<file path="config.mk">
export PLATFORM = sky130hd
export DESIGN_NAME = vga_sync_gen
export DESIGN_NICKNAME = d
export VERILOG_FILES = /design/src/rtl/vga_pkg.sv /design/src/rtl/pixel_tick_gen.sv /design/src/rtl/vga_sync_gen.sv
export SDC_FILE = /design/constraint.sdc
export NUM_CORES = 1
export LEC_CHECK = 0
export BUFFER_PORTS_ARGS = -buffer_cell sky130_fd_sc_hd__buf_4
export CAP_MARGIN = 20
export CORE_UTILIZATION = 53
export CTS_BUF_LIST = sky130_fd_sc_hd__clkbuf_8
export DETAILED_ROUTE_END_ITERATION = 16
export PLACE_DENSITY = 0.77
export SLEW_MARGIN = 20
export SYNTH_ARGS = -nofsm -noshare
export SYNTH_HDL_FRONTEND = slang
export SYNTH_SLANG_ARGS = --single-unit
</file>
<file path="constraint.sdc">
create_clock -name clk -period 1.6 [get_ports clk]
set_clock_uncertainty 0.15 [all_clocks]
set_input_delay 0.24 -clock clk [delete_from_list [all_inputs] [get_ports clk]]
set_output_delay 0.24 -clock clk [all_outputs]
set_load 0.1 [all_outputs]
</file>
<file path="src/rtl/vga_pkg.sv">
// Shared VGA 640x480@60 timing constants and the registered output bundle
// used by the sync generator and the display switch.
package vga_pkg;

  localparam int VGA_H_VISIBLE = 640;
  localparam int VGA_H_FP      = 16;
  localparam int VGA_H_SYNC    = 96;
  localparam int VGA_H_BP      = 48;
  localparam int VGA_H_TOTAL   = VGA_H_VISIBLE + VGA_H_FP + VGA_H_SYNC + VGA_H_BP;

  localparam int VGA_V_VISIBLE = 480;
  localparam int VGA_V_FP      = 10;
  localparam int VGA_V_SYNC    = 2;
  localparam int VGA_V_BP      = 33;
  localparam int VGA_V_TOTAL   = VGA_V_VISIBLE + VGA_V_FP + VGA_V_SYNC + VGA_V_BP;

  localparam int VGA_DIV       = 4;
  localparam int VGA_CNT_W     = 10;

  // Both syncs are active-low for this mode.
  localparam logic VGA_H_SYNC_POL = 1'b0;
  localparam logic VGA_V_SYNC_POL = 1'b0;

  typedef struct packed {
    logic                 h_sync;
    logic                 v_sync;
    logic                 de;
    logic [VGA_CNT_W-1:0] x;
    logic [VGA_CNT_W-1:0] y;
    logic                 pclk_tick;
    logic                 line_start;
    logic                 frame_start;
  } sync_out_t;

  function automatic logic in_window(input logic [VGA_CNT_W-1:0] cnt,
                                     input logic [VGA_CNT_W-1:0] lo,
                                     input logic [VGA_CNT_W-1:0] hi);
    return (cnt >= lo) && (cnt <= hi);
  endfunction

endpackage

</file>
<file path="src/rtl/pixel_tick_gen.sv">
// Pixel-rate divider: div counts 0..DIV-1 while enabled; tick marks the
// last system clock of each pixel.
module pixel_tick_gen
  import vga_pkg::*;
#(
  parameter int DIV = VGA_DIV
) (
  input  logic clk,
  input  logic reset,
  input  logic en,
  output logic tick
);

  localparam int              DIV_W    = (DIV > 1) ? $clog2(DIV) : 1;
  localparam logic [DIV_W-1:0] DIV_LAST = DIV_W'(DIV - 1);

  logic [DIV_W-1:0] div;

  always_ff @(posedge clk or negedge reset) begin
    if (!reset) begin
      div <= '0;
    end else if (en) begin
      div <= (div == DIV_LAST) ? '0 : div + DIV_W'(1);
    end
  end

  assign tick = (div == DIV_LAST);

endmodule

</file>
<file path="src/rtl/vga_sync_gen.sv">
// VGA raster timing generator: pixel/line counters plus fully registered
// sync, display-enable, coordinate and start-pulse outputs (1-clk latency).
module vga_sync_gen
  import vga_pkg::*;
#(
  parameter int H_VISIBLE = VGA_H_VISIBLE,
  parameter int H_FP      = VGA_H_FP,
  parameter int H_SYNC    = VGA_H_SYNC,
  parameter int H_BP      = VGA_H_BP,
  parameter int V_VISIBLE = VGA_V_VISIBLE,
  parameter int V_FP      = VGA_V_FP,
  parameter int V_SYNC    = VGA_V_SYNC,
  parameter int V_BP      = VGA_V_BP,
  parameter int DIV       = VGA_DIV
) (
  input  logic                 clk,
  input  logic                 reset,
  input  logic                 en,
  output logic                 h_sync,
  output logic                 v_sync,
  output logic                 DE,
  output logic [VGA_CNT_W-1:0] x_pixel,
  output logic [VGA_CNT_W-1:0] y_pixel,
  output logic                 pclk_tick,
  output logic                 line_start,
  output logic                 frame_start
);

  localparam int CW      = VGA_CNT_W;
  localparam int H_TOTAL = H_VISIBLE + H_FP + H_SYNC + H_BP;
  localparam int V_TOTAL = V_VISIBLE + V_FP + V_SYNC + V_BP;

  localparam logic [CW-1:0] H_LAST       = CW'(H_TOTAL - 1);
  localparam logic [CW-1:0] V_LAST       = CW'(V_TOTAL - 1);
  localparam logic [CW-1:0] H_VIS_END    = CW'(H_VISIBLE);
  localparam logic [CW-1:0] V_VIS_END    = CW'(V_VISIBLE);
  localparam logic [CW-1:0] H_SYNC_FIRST = CW'(H_VISIBLE + H_FP);
  localparam logic [CW-1:0] H_SYNC_LAST  = CW'(H_VISIBLE + H_FP + H_SYNC - 1);
  localparam logic [CW-1:0] V_SYNC_FIRST = CW'(V_VISIBLE + V_FP);
  localparam logic [CW-1:0] V_SYNC_LAST  = CW'(V_VISIBLE + V_FP + V_SYNC - 1);

  logic          tick;
  logic          at_zero;
  logic [CW-1:0] h_cnt;
  logic [CW-1:0] v_cnt;
  sync_out_t     out_q;

  pixel_tick_gen #(.DIV(DIV)) u_tick (
    .clk   (clk),
    .reset (reset),
    .en    (en),
    .tick  (tick)
  );

  // at_zero mirrors div == 0: the divider only returns to 0 after a tick edge.
  always_ff @(posedge clk or negedge reset) begin
    if (!reset) begin
      at_zero <= 1'b1;
      h_cnt   <= '0;
      v_cnt   <= '0;
    end else if (en) begin
      at_zero <= tick;
      if (tick) begin
        if (h_cnt == H_LAST) begin
          h_cnt <= '0;
          v_cnt <= (v_cnt == V_LAST) ? '0 : v_cnt + CW'(1);
        end else begin
          h_cnt <= h_cnt + CW'(1);
        end
      end
    end
  end

  always_ff @(posedge clk or negedge reset) begin
    if (!reset) begin
      out_q.h_sync      <= ~VGA_H_SYNC_POL;
      out_q.v_sync      <= ~VGA_V_SYNC_POL;
      out_q.de          <= 1'b0;
      out_q.x           <= '0;
      out_q.y           <= '0;
      out_q.pclk_tick   <= 1'b0;
      out_q.line_start  <= 1'b0;
      out_q.frame_start <= 1'b0;
    end else if (en) begin
      out_q.h_sync      <= in_window(h_cnt, H_SYNC_FIRST, H_SYNC_LAST) ?
                           VGA_H_SYNC_POL : ~VGA_H_SYNC_POL;
      out_q.v_sync      <= in_window(v_cnt, V_SYNC_FIRST, V_SYNC_LAST) ?
                           VGA_V_SYNC_POL : ~VGA_V_SYNC_POL;
      out_q.de          <= (h_cnt < H_VIS_END) && (v_cnt < V_VIS_END);
      out_q.x           <= h_cnt;
      out_q.y           <= v_cnt;
      out_q.pclk_tick   <= at_zero;
      out_q.line_start  <= at_zero && (h_cnt == '0);
      out_q.frame_start <= at_zero && (h_cnt == '0) && (v_cnt == '0);
    end else begin
      // Frozen: levels hold, pulses never stretch across the pause.
      out_q.pclk_tick   <= 1'b0;
      out_q.line_start  <= 1'b0;
      out_q.frame_start <= 1'b0;
    end
  end

  assign h_sync      = out_q.h_sync;
  assign v_sync      = out_q.v_sync;
  assign DE          = out_q.de;
  assign x_pixel     = out_q.x;
  assign y_pixel     = out_q.y;
  assign pclk_tick   = out_q.pclk_tick;
  assign line_start  = out_q.line_start;
  assign frame_start = out_q.frame_start;

endmodule

</file>
Word level (Yosys, flattened, before mapping)
Cells that the tools add are included.

Add/sub/neg operators: 3. Magnitude comparators: 6. Equal/unequal tests: 3. Mux-type cells: 6. Reduce and logical (&&, ||, !) cells: 9.

Operators with widths (number): 10-bit by 1-bit adder with 10-bit output (second input constant) (2); 10-bit equality test (second input constant) (2); 10-bit zero test (2); 10-bit 2-to-1 mux (2); 10-bit >= comparator (second input constant) (1); 10-bit by 9-bit >= comparator with 1-bit output (second input constant) (1); 10-bit <= comparator (second input constant) (1); 10-bit by 9-bit <= comparator with 1-bit output (second input constant) (1); 10-bit < comparator (second input constant) (1); 10-bit by 9-bit < comparator with 1-bit output (second input constant) (1); 1-bit logical AND (5); 3-bit 2-to-1 mux (1); 3-bit AND reduction (1); 2-bit by 1-bit adder with 2-bit output (second input constant) (1); 2-bit equality test (second input constant) (1); 1-bit 2-to-1 mux (2); 2-bit 2-to-1 mux (1); 2-bit AND reduction (1).

Flip-flop bits (word level): 49. Bits of input ports: 3. Output and inout port bits: 26. Logic and storage cells: 39.

Depth between registers and ports, before layout
Gate-level depths: netlist (run 1).

Depth after elaboration: 4. Gate-level depth with buffers: 7. Mapped depth without buffers: 6.

Modules after synthesis
A second synthesis (run 1) with hierarchy kept.

Cells, all modules: 193. Area, all modules: 2278.4 um^2.

Modules (own cells, without submodules): vga_sync_gen (instances 1, cells each 187, area each 2184.6 um^2); pixel_tick_gen (instances 1, cells each 6, area each 93.8 um^2).

Worst setup path before layout (run 1)
OpenSTA, ideal clock, no wires.

Kind: register -> register. From: register u_tick.div[0]. To: register v_cnt[4]. Library setup time: 0.120 ns. Arrival: 1.461 ns. Required time: 1.330 ns. Path slack: -0.132 ns. Cell stages (with the launch flop): 7. Buffers on the path: 2. Period minus slack after synthesis: 1.732 ns. Cell sequence: dfrtp_1 ha_1 and2_1 buf_4 and4_2 buf_2 a41o_1.

Longest elaborated chain between the ends: 2.

Ends and longest elaborated chain: from (decl) (line pixel_tick_gen.sv:17) `logic [DIV_W-1:0] div;`; from (signal assigned) (line pixel_tick_gen.sv:23) `div <= (div == DIV_LAST) ? '0 : div + DIV_W'(1);`; 2-bit equality test (line pixel_tick_gen.sv:27) `assign tick = (div == DIV_LAST);`; named net tick (line vga_sync_gen.sv:42) `logic tick;`; 3-bit AND reduction (no line); to (signal assigned) (line vga_sync_gen.sv:66) `v_cnt <= (v_cnt == V_LAST) ? '0 : v_cnt + CW'(1);`; to (decl) (line vga_sync_gen.sv:45) `logic [CW-1:0] v_cnt;`.

The timed path passes the listed nets, and every way through them passes these cells. A chain may end at the register's enable or synchronous reset.

Final worst setup path (run 1)
From: register v_cnt[1]. To: register v_cnt[8].

Longest elaborated chain between the ends: 2.

Ends and longest elaborated chain (line): 10-bit by 1-bit adder with 10-bit output or 10-bit equality test (tied branches) (vga_sync_gen.sv:66); 10-bit 2-to-1 mux (*) (vga_sync_gen.sv:66).

Mark *: on every way between the ends. The rest lies on a longest branch, timed or not.

==> results of run 1 <==
layout make-up:
type / instances / area (µm²) / area share, %
clock buffers: 5 / 68.82 / 2.274
repair buffers: 75 / 584.3 / 19.31
flip-flops and latches: 49 / 1231 / 40.68
multi-input cells: 122 / 1021 / 33.73
clock inverters: 3 / 17.52 / 0.5788
inverters: 11 / 41.29 / 1.364
well taps: 50 / 62.56 / 2.067
metal layers:
| metal | share of wire (%) | vias up | GRT usage, % | routed length, µm |
|---|---|---|---|---|
| met5 | 0 | - | 0 | 0 |
| met4 | 1.6 | 0 | 8.245 | 74 |
| met3 | 4.3 | 7 | 6.678 | 194 |
| met2 | 48 | 32 | 34.22 | 2149 |
| met1 | 46 | 827 | 31.42 | 2096 |
| li1 | - | 822 | - | - |
critical path: stages (launching register included):
cell	delay, ns
dfrtp_1	0.40
inv_2	0.07
ha_4	0.15
and2b_2	0.19
nand4_1	0.19
or4b_1	0.47
nand2_1	0.07
placed cells by master, fill, tap and decap left out, types with 2 or more instances in the layout:
cell type | Yosys | routed
inv_1 | 11 | 8
o21ai_0 | 11 | 7
buf_6 | 0 | 5
xnor2_1 | 5 | 5
nand4_1 | 6 | 6
o21ai_1 | 0 | 4
buf_4 | 3 | 69
and3_4 | 0 | 2
inv_2 | 0 | 3
nand3_1 | 8 | 6
and4_4 | 0 | 2
ha_4 | 0 | 2
o2111ai_1 | 2 | 2
dfrtp_1 | 46 | 45
clkbuf_8 | 0 | 5
nand3_2 | 0 | 2
dfstp_2 | 3 | 3
nand2_1 | 11 | 11
and2_1 | 3 | 2
ha_2 | 0 | 3
xor2_1 | 4 | 4
mux2_2 | 22 | 22
clkinv_2 | 0 | 2
a21oi_1 | 7 | 7
and4_1 | 4 | 3
nor2_1 | 9 | 9
flip-flops by register name, summed over array words and instances, names as in the netlist, 2 cells and up:
name        flops
h_cnt          10
y_pixel        10
u_tick.div      2
x_pixel        10
v_cnt          10
power breakdown:
part	total (mW)	switching [mW]	internal [mW]	leakage [nW]
Sequential	1.48	0.0933	1.38	0.594
Clock	0.724	0.422	0.302	0.0439
Combinational	1.06	0.671	0.393	0.799
worst max path at each step:
| stage | start | endpoint | slack, ns | cells after the start |
|---|---|---|---|---|
| 6_report | v_cnt[1] | v_cnt[8] | -0.13 | 6 |
| 3_3_place_gp | v_cnt[0] | v_cnt[8] | -0.08 | 6 |
| 2_1_floorplan | v_cnt[1] | v_cnt[8] | -0.09 | 6 |
| 4_1_cts | v_cnt[1] | v_cnt[8] | -0.13 | 6 |
| 5_1_grt | v_cnt[1] | v_cnt[8] | -0.17 | 6 |
| 3_5_place_dp | v_cnt[5] | v_cnt[2] | -0.17 | 5 |
logic make-up (layout without fill, tap and decap cells):
family                     after synthesis  count (layout)  synth area share, %
xor gates and xnor gates                 9               9                3.523
and+or+nand+nor                         60              60                16.78
DFF                                     49              49                54.98
buffers and inverters                   18              94                3.579
adders and majority gates                6               6                3.356
AOI/OAI and AO/OA                       24              24                6.264
muxes                                   23              23                11.52
repair_timing:
action / CTS / global route
resized for setup: 16 / 14
pin swaps: 13 / 8
buffers inserted: 3 / 3
endpoints found under the setup margin: 11 / 13
hold buffers: 1 / 0
hold endpoints to repair: 46 / 0
==> metrics, run 1 <==
final setup margin=-0.1327 ns; synthesized area=between 2000 and 2500 µm²; Final Non-Filler Cells=around 320; Initial Util=between 50 and 60%; Residual DRC=0; RSZ-0062 raised after global routing=true; Synthesis Warnings=0; R2R depth=6; Synth area leader=dfrtp_1; fmax=between 500 and 600 MHz; first-pass GRT wire length=about 7400 µm; initial DRC count=95; Lkg Pwr=around 1.4 nW; Async SR Flop Fraction=100.0%; vias in the first global route=1597; Crit. End Element=flop; Final setup viols=8; flops & latches, synth=about 50; CTS H-tree lvls=2; min-delay src=en; HP Class=input pin to flop; placed cells=300; hold-critical path depth=3; GRT Overall Usage=22.91%; Setup CP Type=flop to flop; violated checks=negative setup slack; port bufs=28; global route overflow=0; CORE AREA=a little over 4000 µm²; Via density=5.359; per-cell routed wire length=approximately 14 µm; Post-synth top cells=dfrtp_1, mux2_2, inv_1, nand2_1, o21ai_0; Rel. slew slack=59.80%; Clock transition at path regs=0.10 ns; setup_tns=-0.4263 ns; Mapped Nets=about 200; num rows=23; crit share post-route=108.3%; pre-CTS setup slack=-0.1704 ns; syn avg cell area=11.84 µm²; fin util=approximately three quarters; hold worst-path end=h_sync; DP Wirelength=between 3000 and 4000 µm; Chip Height=~67 µm; Die Wd=66.97 µm; worst-margin pin slew=between 0.6 and 0.7 ns; Seq/Total Area, Yosys=54.98%; hold_ws=roughly 0.13 ns; Layout area overhead=35.29%; Final Critical Period=1.733 ns; status=finished, violations left; placed cell areas=roughly 2800 µm²; Worst Path Max Fanout=6; drt pass-1 iters=4; largest net degree at the start of global routing=50; remaining antenna violation count after routing=0; synth unique cells=39; Startpoint Class=flop; clk sink count=49; Critical Path RT=around 1.7 ns; Finished Cell Area=roughly 3000 µm²; worst vdd ir=approximately 1000 µV; number of flops mapped to enable cells by yosys=0; share of post-route cells with drive strength above 1=between 50% and 60%; DIE AREA=roughly 4500 µm²; Final nets=around 270; Reg2Reg Setup Slack=-0.13 ns; ys flop type=dfrtp_1; number of buffers created by CTS=5; later-pin clock latency in the skew report=roughly 0.32 ns; most frequent cell after synthesis=dfrtp_1; fillers=about 270; post-synth top area share=around 51%; cell count after synthesis=189; power density cells=approximately 1100 nW/µm²; via count=~1700; fin. max-slew vios=0; total power=3.263 mW; CTS Buffer Depth=2; diode count=0; CTS tree=done; crit path DAT=1.85 ns; Final GP Congestion=between 0.8 and 0.9; final hold vios=0; antenna violations before repair=0; Critical R2R Capture=v_cnt[8]; max-cap violations=0; num ports=29; ranking of synthesized cells by area=dfrtp_1, mux2_2, dfstp_2; Routed WL=between 4000 and 5000 µm; CTS root buf=clkbuf_8; r2r startpoint=v_cnt[1]
Power figures use the tool's default switching activity.
==> inputs of run 2 (changes only) <==
--- a/config.mk
+++ b/config.mk
@@ -11,6 +11,7 @@
 export CTS_BUF_LIST = sky130_fd_sc_hd__clkbuf_8
 export DETAILED_ROUTE_END_ITERATION = 16
 export PLACE_DENSITY = 0.77
+export RECOVER_POWER = 50
 export SLEW_MARGIN = 20
 export SYNTH_ARGS = -nofsm -noshare
 export SYNTH_HDL_FRONTEND = slang
==> run 2 against run 1 <==
Effect of this change: the run still ends with negative setup slack left; total power shrank 0.95%; first-iteration DRC count grew 6.3%; clock-buffer cell count is the same.
==> metrics, run 2 (synthesis results as in run 1) <==
CTS root buf=clkbuf_8 (unchanged); Chip Height=66.97 µm (unchanged); combinational share of power=32.1% (was 32.6%); share of post-route cells with drive strength above 1=47.92% (was 50.19%); fillers=272 (was 265); fmax=577.2 MHz (was 577.1 MHz); DIE AREA=4485 µm² (unchanged); critical path depth=6 (unchanged); per-cell routed wire length=14.33 µm (unchanged); num rows=23 (unchanged); HP Class=input pin to flop (unchanged); NetSw=1.183 mW (was 1.186 mW); antenna violations before repair=0 (unchanged); crit path DAT=1.85 ns (about the same); drt pass-1 iters=4 (unchanged); final setup margin=-0.1325 ns (was -0.1327 ns); number of buffers created by CTS=5 (unchanged); Worst Path Max Fanout=6 (unchanged); later-pin clock latency in the skew report=0.32 ns (about the same); num ports=29 (unchanged); via count=1688 (unchanged); fin. max-slew vios=0 (unchanged); Residual DRC=0 (unchanged); Layout area overhead=34.23% (was 35.29%); largest stage delay on the critical path=0.47 ns (about the same); power density cells=1076 nW/µm² (was 1078 nW/µm²); diode count=0 (unchanged); final hold vios=0 (unchanged); r2r startpoint=v_cnt[1] (unchanged); GRT Overall Usage=22.91% (unchanged); Lkg Pwr=1.418 nW (was 1.437 nW); clk sink count=49 (unchanged); status=finished, violations left (unchanged); CP cell instances=inv_2 -> ha_4 -> and2b_2 -> nand4_1 -> or4b_1 -> nand2_1 (unchanged); Via density=5.359 (unchanged); Clock transition at path regs=0.10 ns (about the same); Sw Share=36.59% (was 36.35%); Final nets=273 (unchanged); Die Wd=66.97 µm (unchanged); CORE AREA=4029 µm² (unchanged); CP max-delay cell=or4b_1 (unchanged); hold-critical path depth=3 (unchanged); Worst Path Buf+Inv=1 (unchanged); worst vdd ir=979.3 µV (was 1031 µV); hold_ws=0.1254 ns (was 0.1271 ns); first-pass GRT wire length=7410 µm (unchanged); Startpoint Class=flop (unchanged); Final Critical Period=1.733 ns (about the same); Setup CP Type=flop to flop (unchanged); clock network power share=22.4% (was 22.2%); R2R depth=6 (unchanged); Largest delay share family, worst path=simple AND/OR/NAND/NOR gates (unchanged); initial DRC count=101 (was 95); Initial Util=55.53% (unchanged); worst-margin pin slew=0.6022 ns (was 0.6030 ns); vias in the first global route=1597 (unchanged); Critical Path RT=1.72 ns (about the same); Final GP Congestion=0.8752 (unchanged); global route overflow=0 (unchanged); violated checks=negative setup slack (unchanged); most frequent cells in the layout=buf_4, dfrtp_1, mux2_2, nand2_1, nor2_1 (unchanged); Sequential Power Share=45.5% (was 45.2%); largest net degree at the start of global routing=50 (unchanged); RSZ-0062 raised after global routing=true (unchanged); CTS H-tree lvls=2 (unchanged); CTS Buffer Depth=2 (unchanged); CTS tree=done (unchanged); remaining antenna violation count after routing=0 (unchanged); Critical Path Start=v_cnt[1] (unchanged); Routed WL=4515 µm (unchanged); max-cap violations=0 (unchanged); Final setup viols=9 (was 8); Power Internal=2.050 mW (was 2.077 mW); min-delay src=en (unchanged); port bufs=28 (unchanged); DP Wirelength=3175 µm (unchanged); fin util=74.53% (was 75.12%); Rel. slew slack=59.86% (was 59.80%); crit share post-route=108.3% (about the same); Crit. End Element=flop (unchanged); most common cell after layout, fill and taps aside=buf_4 (unchanged)
[run 2: changes by cell type in the layout (fill, tap and decap cells not counted)]
cell and change:
dfrtp_2 -1, buf_4 -4, and2_1 -1, buf_6 -1
dfrtp_1 +1, and2_0 +1, clkbuf_1 +5
[run 2: final timing paths]
path	endpoint	slack (ns)
worst max-delay path	v_cnt[8]	-0.13
worst min-delay path	h_sync	0.13
worst max register to register	v_cnt[8]	-0.13
worst min register to register	h_sync	0.35
max in group asynchronous	x_pixel[9]	0.56
min in group asynchronous	DE	0.32
[run 2: final cells by class]
cell class | instances | area, µm² | share of cell area (%)
Multi-Input combinational cell | 122 | 1021 | 34.00
Clock inverter | 3 | 17.52 | 0.5833
Timing Repair Buffer | 75 | 561.8 | 18.71
Inverter | 11 | 41.29 | 1.375
Sequential cell | 49 | 1230 | 40.96
Clock buffer | 5 | 68.82 | 2.292
Tap cell | 50 | 62.56 | 2.083
[run 2: worst reg2reg max path, stage by stage, from the launching register on]
cell,delay (ns)
dfrtp_1,0.40
inv_2,0.07
ha_4,0.15
and2b_2,0.19
nand4_1,0.19
or4b_1,0.47
nand2_1,0.07
[run 2: metal layers]
| layer | global-route usage [%] | part of all wire, % | wire [µm] |
|---|---|---|---|
| met3 | 6.678 | 3.8 | 170 |
| met5 | 0 | 0 | 0 |
| met1 | 31.42 | 47 | 2112 |
| met4 | 8.245 | 1.6 | 74 |
| met2 | 34.22 | 48 | 2157 |
[run 2: power by group through the flow]
stage                     Combinational [mW]  Sequential [mW]  Clock, mW
final                                   1.04             1.47      0.724
after floorplan                        0.290             1.87          0
after global placement                 0.975             1.48          0
after CTS                               1.04             1.47      0.747
after detailed placement               0.999             1.49          0
after global routing                    1.11             1.49      0.798
[run 2: repair_timing]
item,CTS,global route
setup endpoints to repair,11,13
hold endpoints to repair,46,0
gates resized for setup,16,14
hold buffers,1,0
buffers inserted,3,3
pin swaps,13,8
[run 2: metrics by stage]
stage                     cell area, µm²  total power, mW  setup slack, ns  setup TNS [ns]  instances
final                               3003            3.232          -0.1325         -0.4686        315
after global routing                3003            3.398          -0.1721          -1.116        315
after CTS                           2953            3.259          -0.1312         -0.3212        312
after detailed placement            2778            2.487          -0.1704          -1.055        300
after global placement              2778            2.451         -0.08226         -0.2713        300
after floorplan                     2250            2.160         -0.09056        -0.09291        189
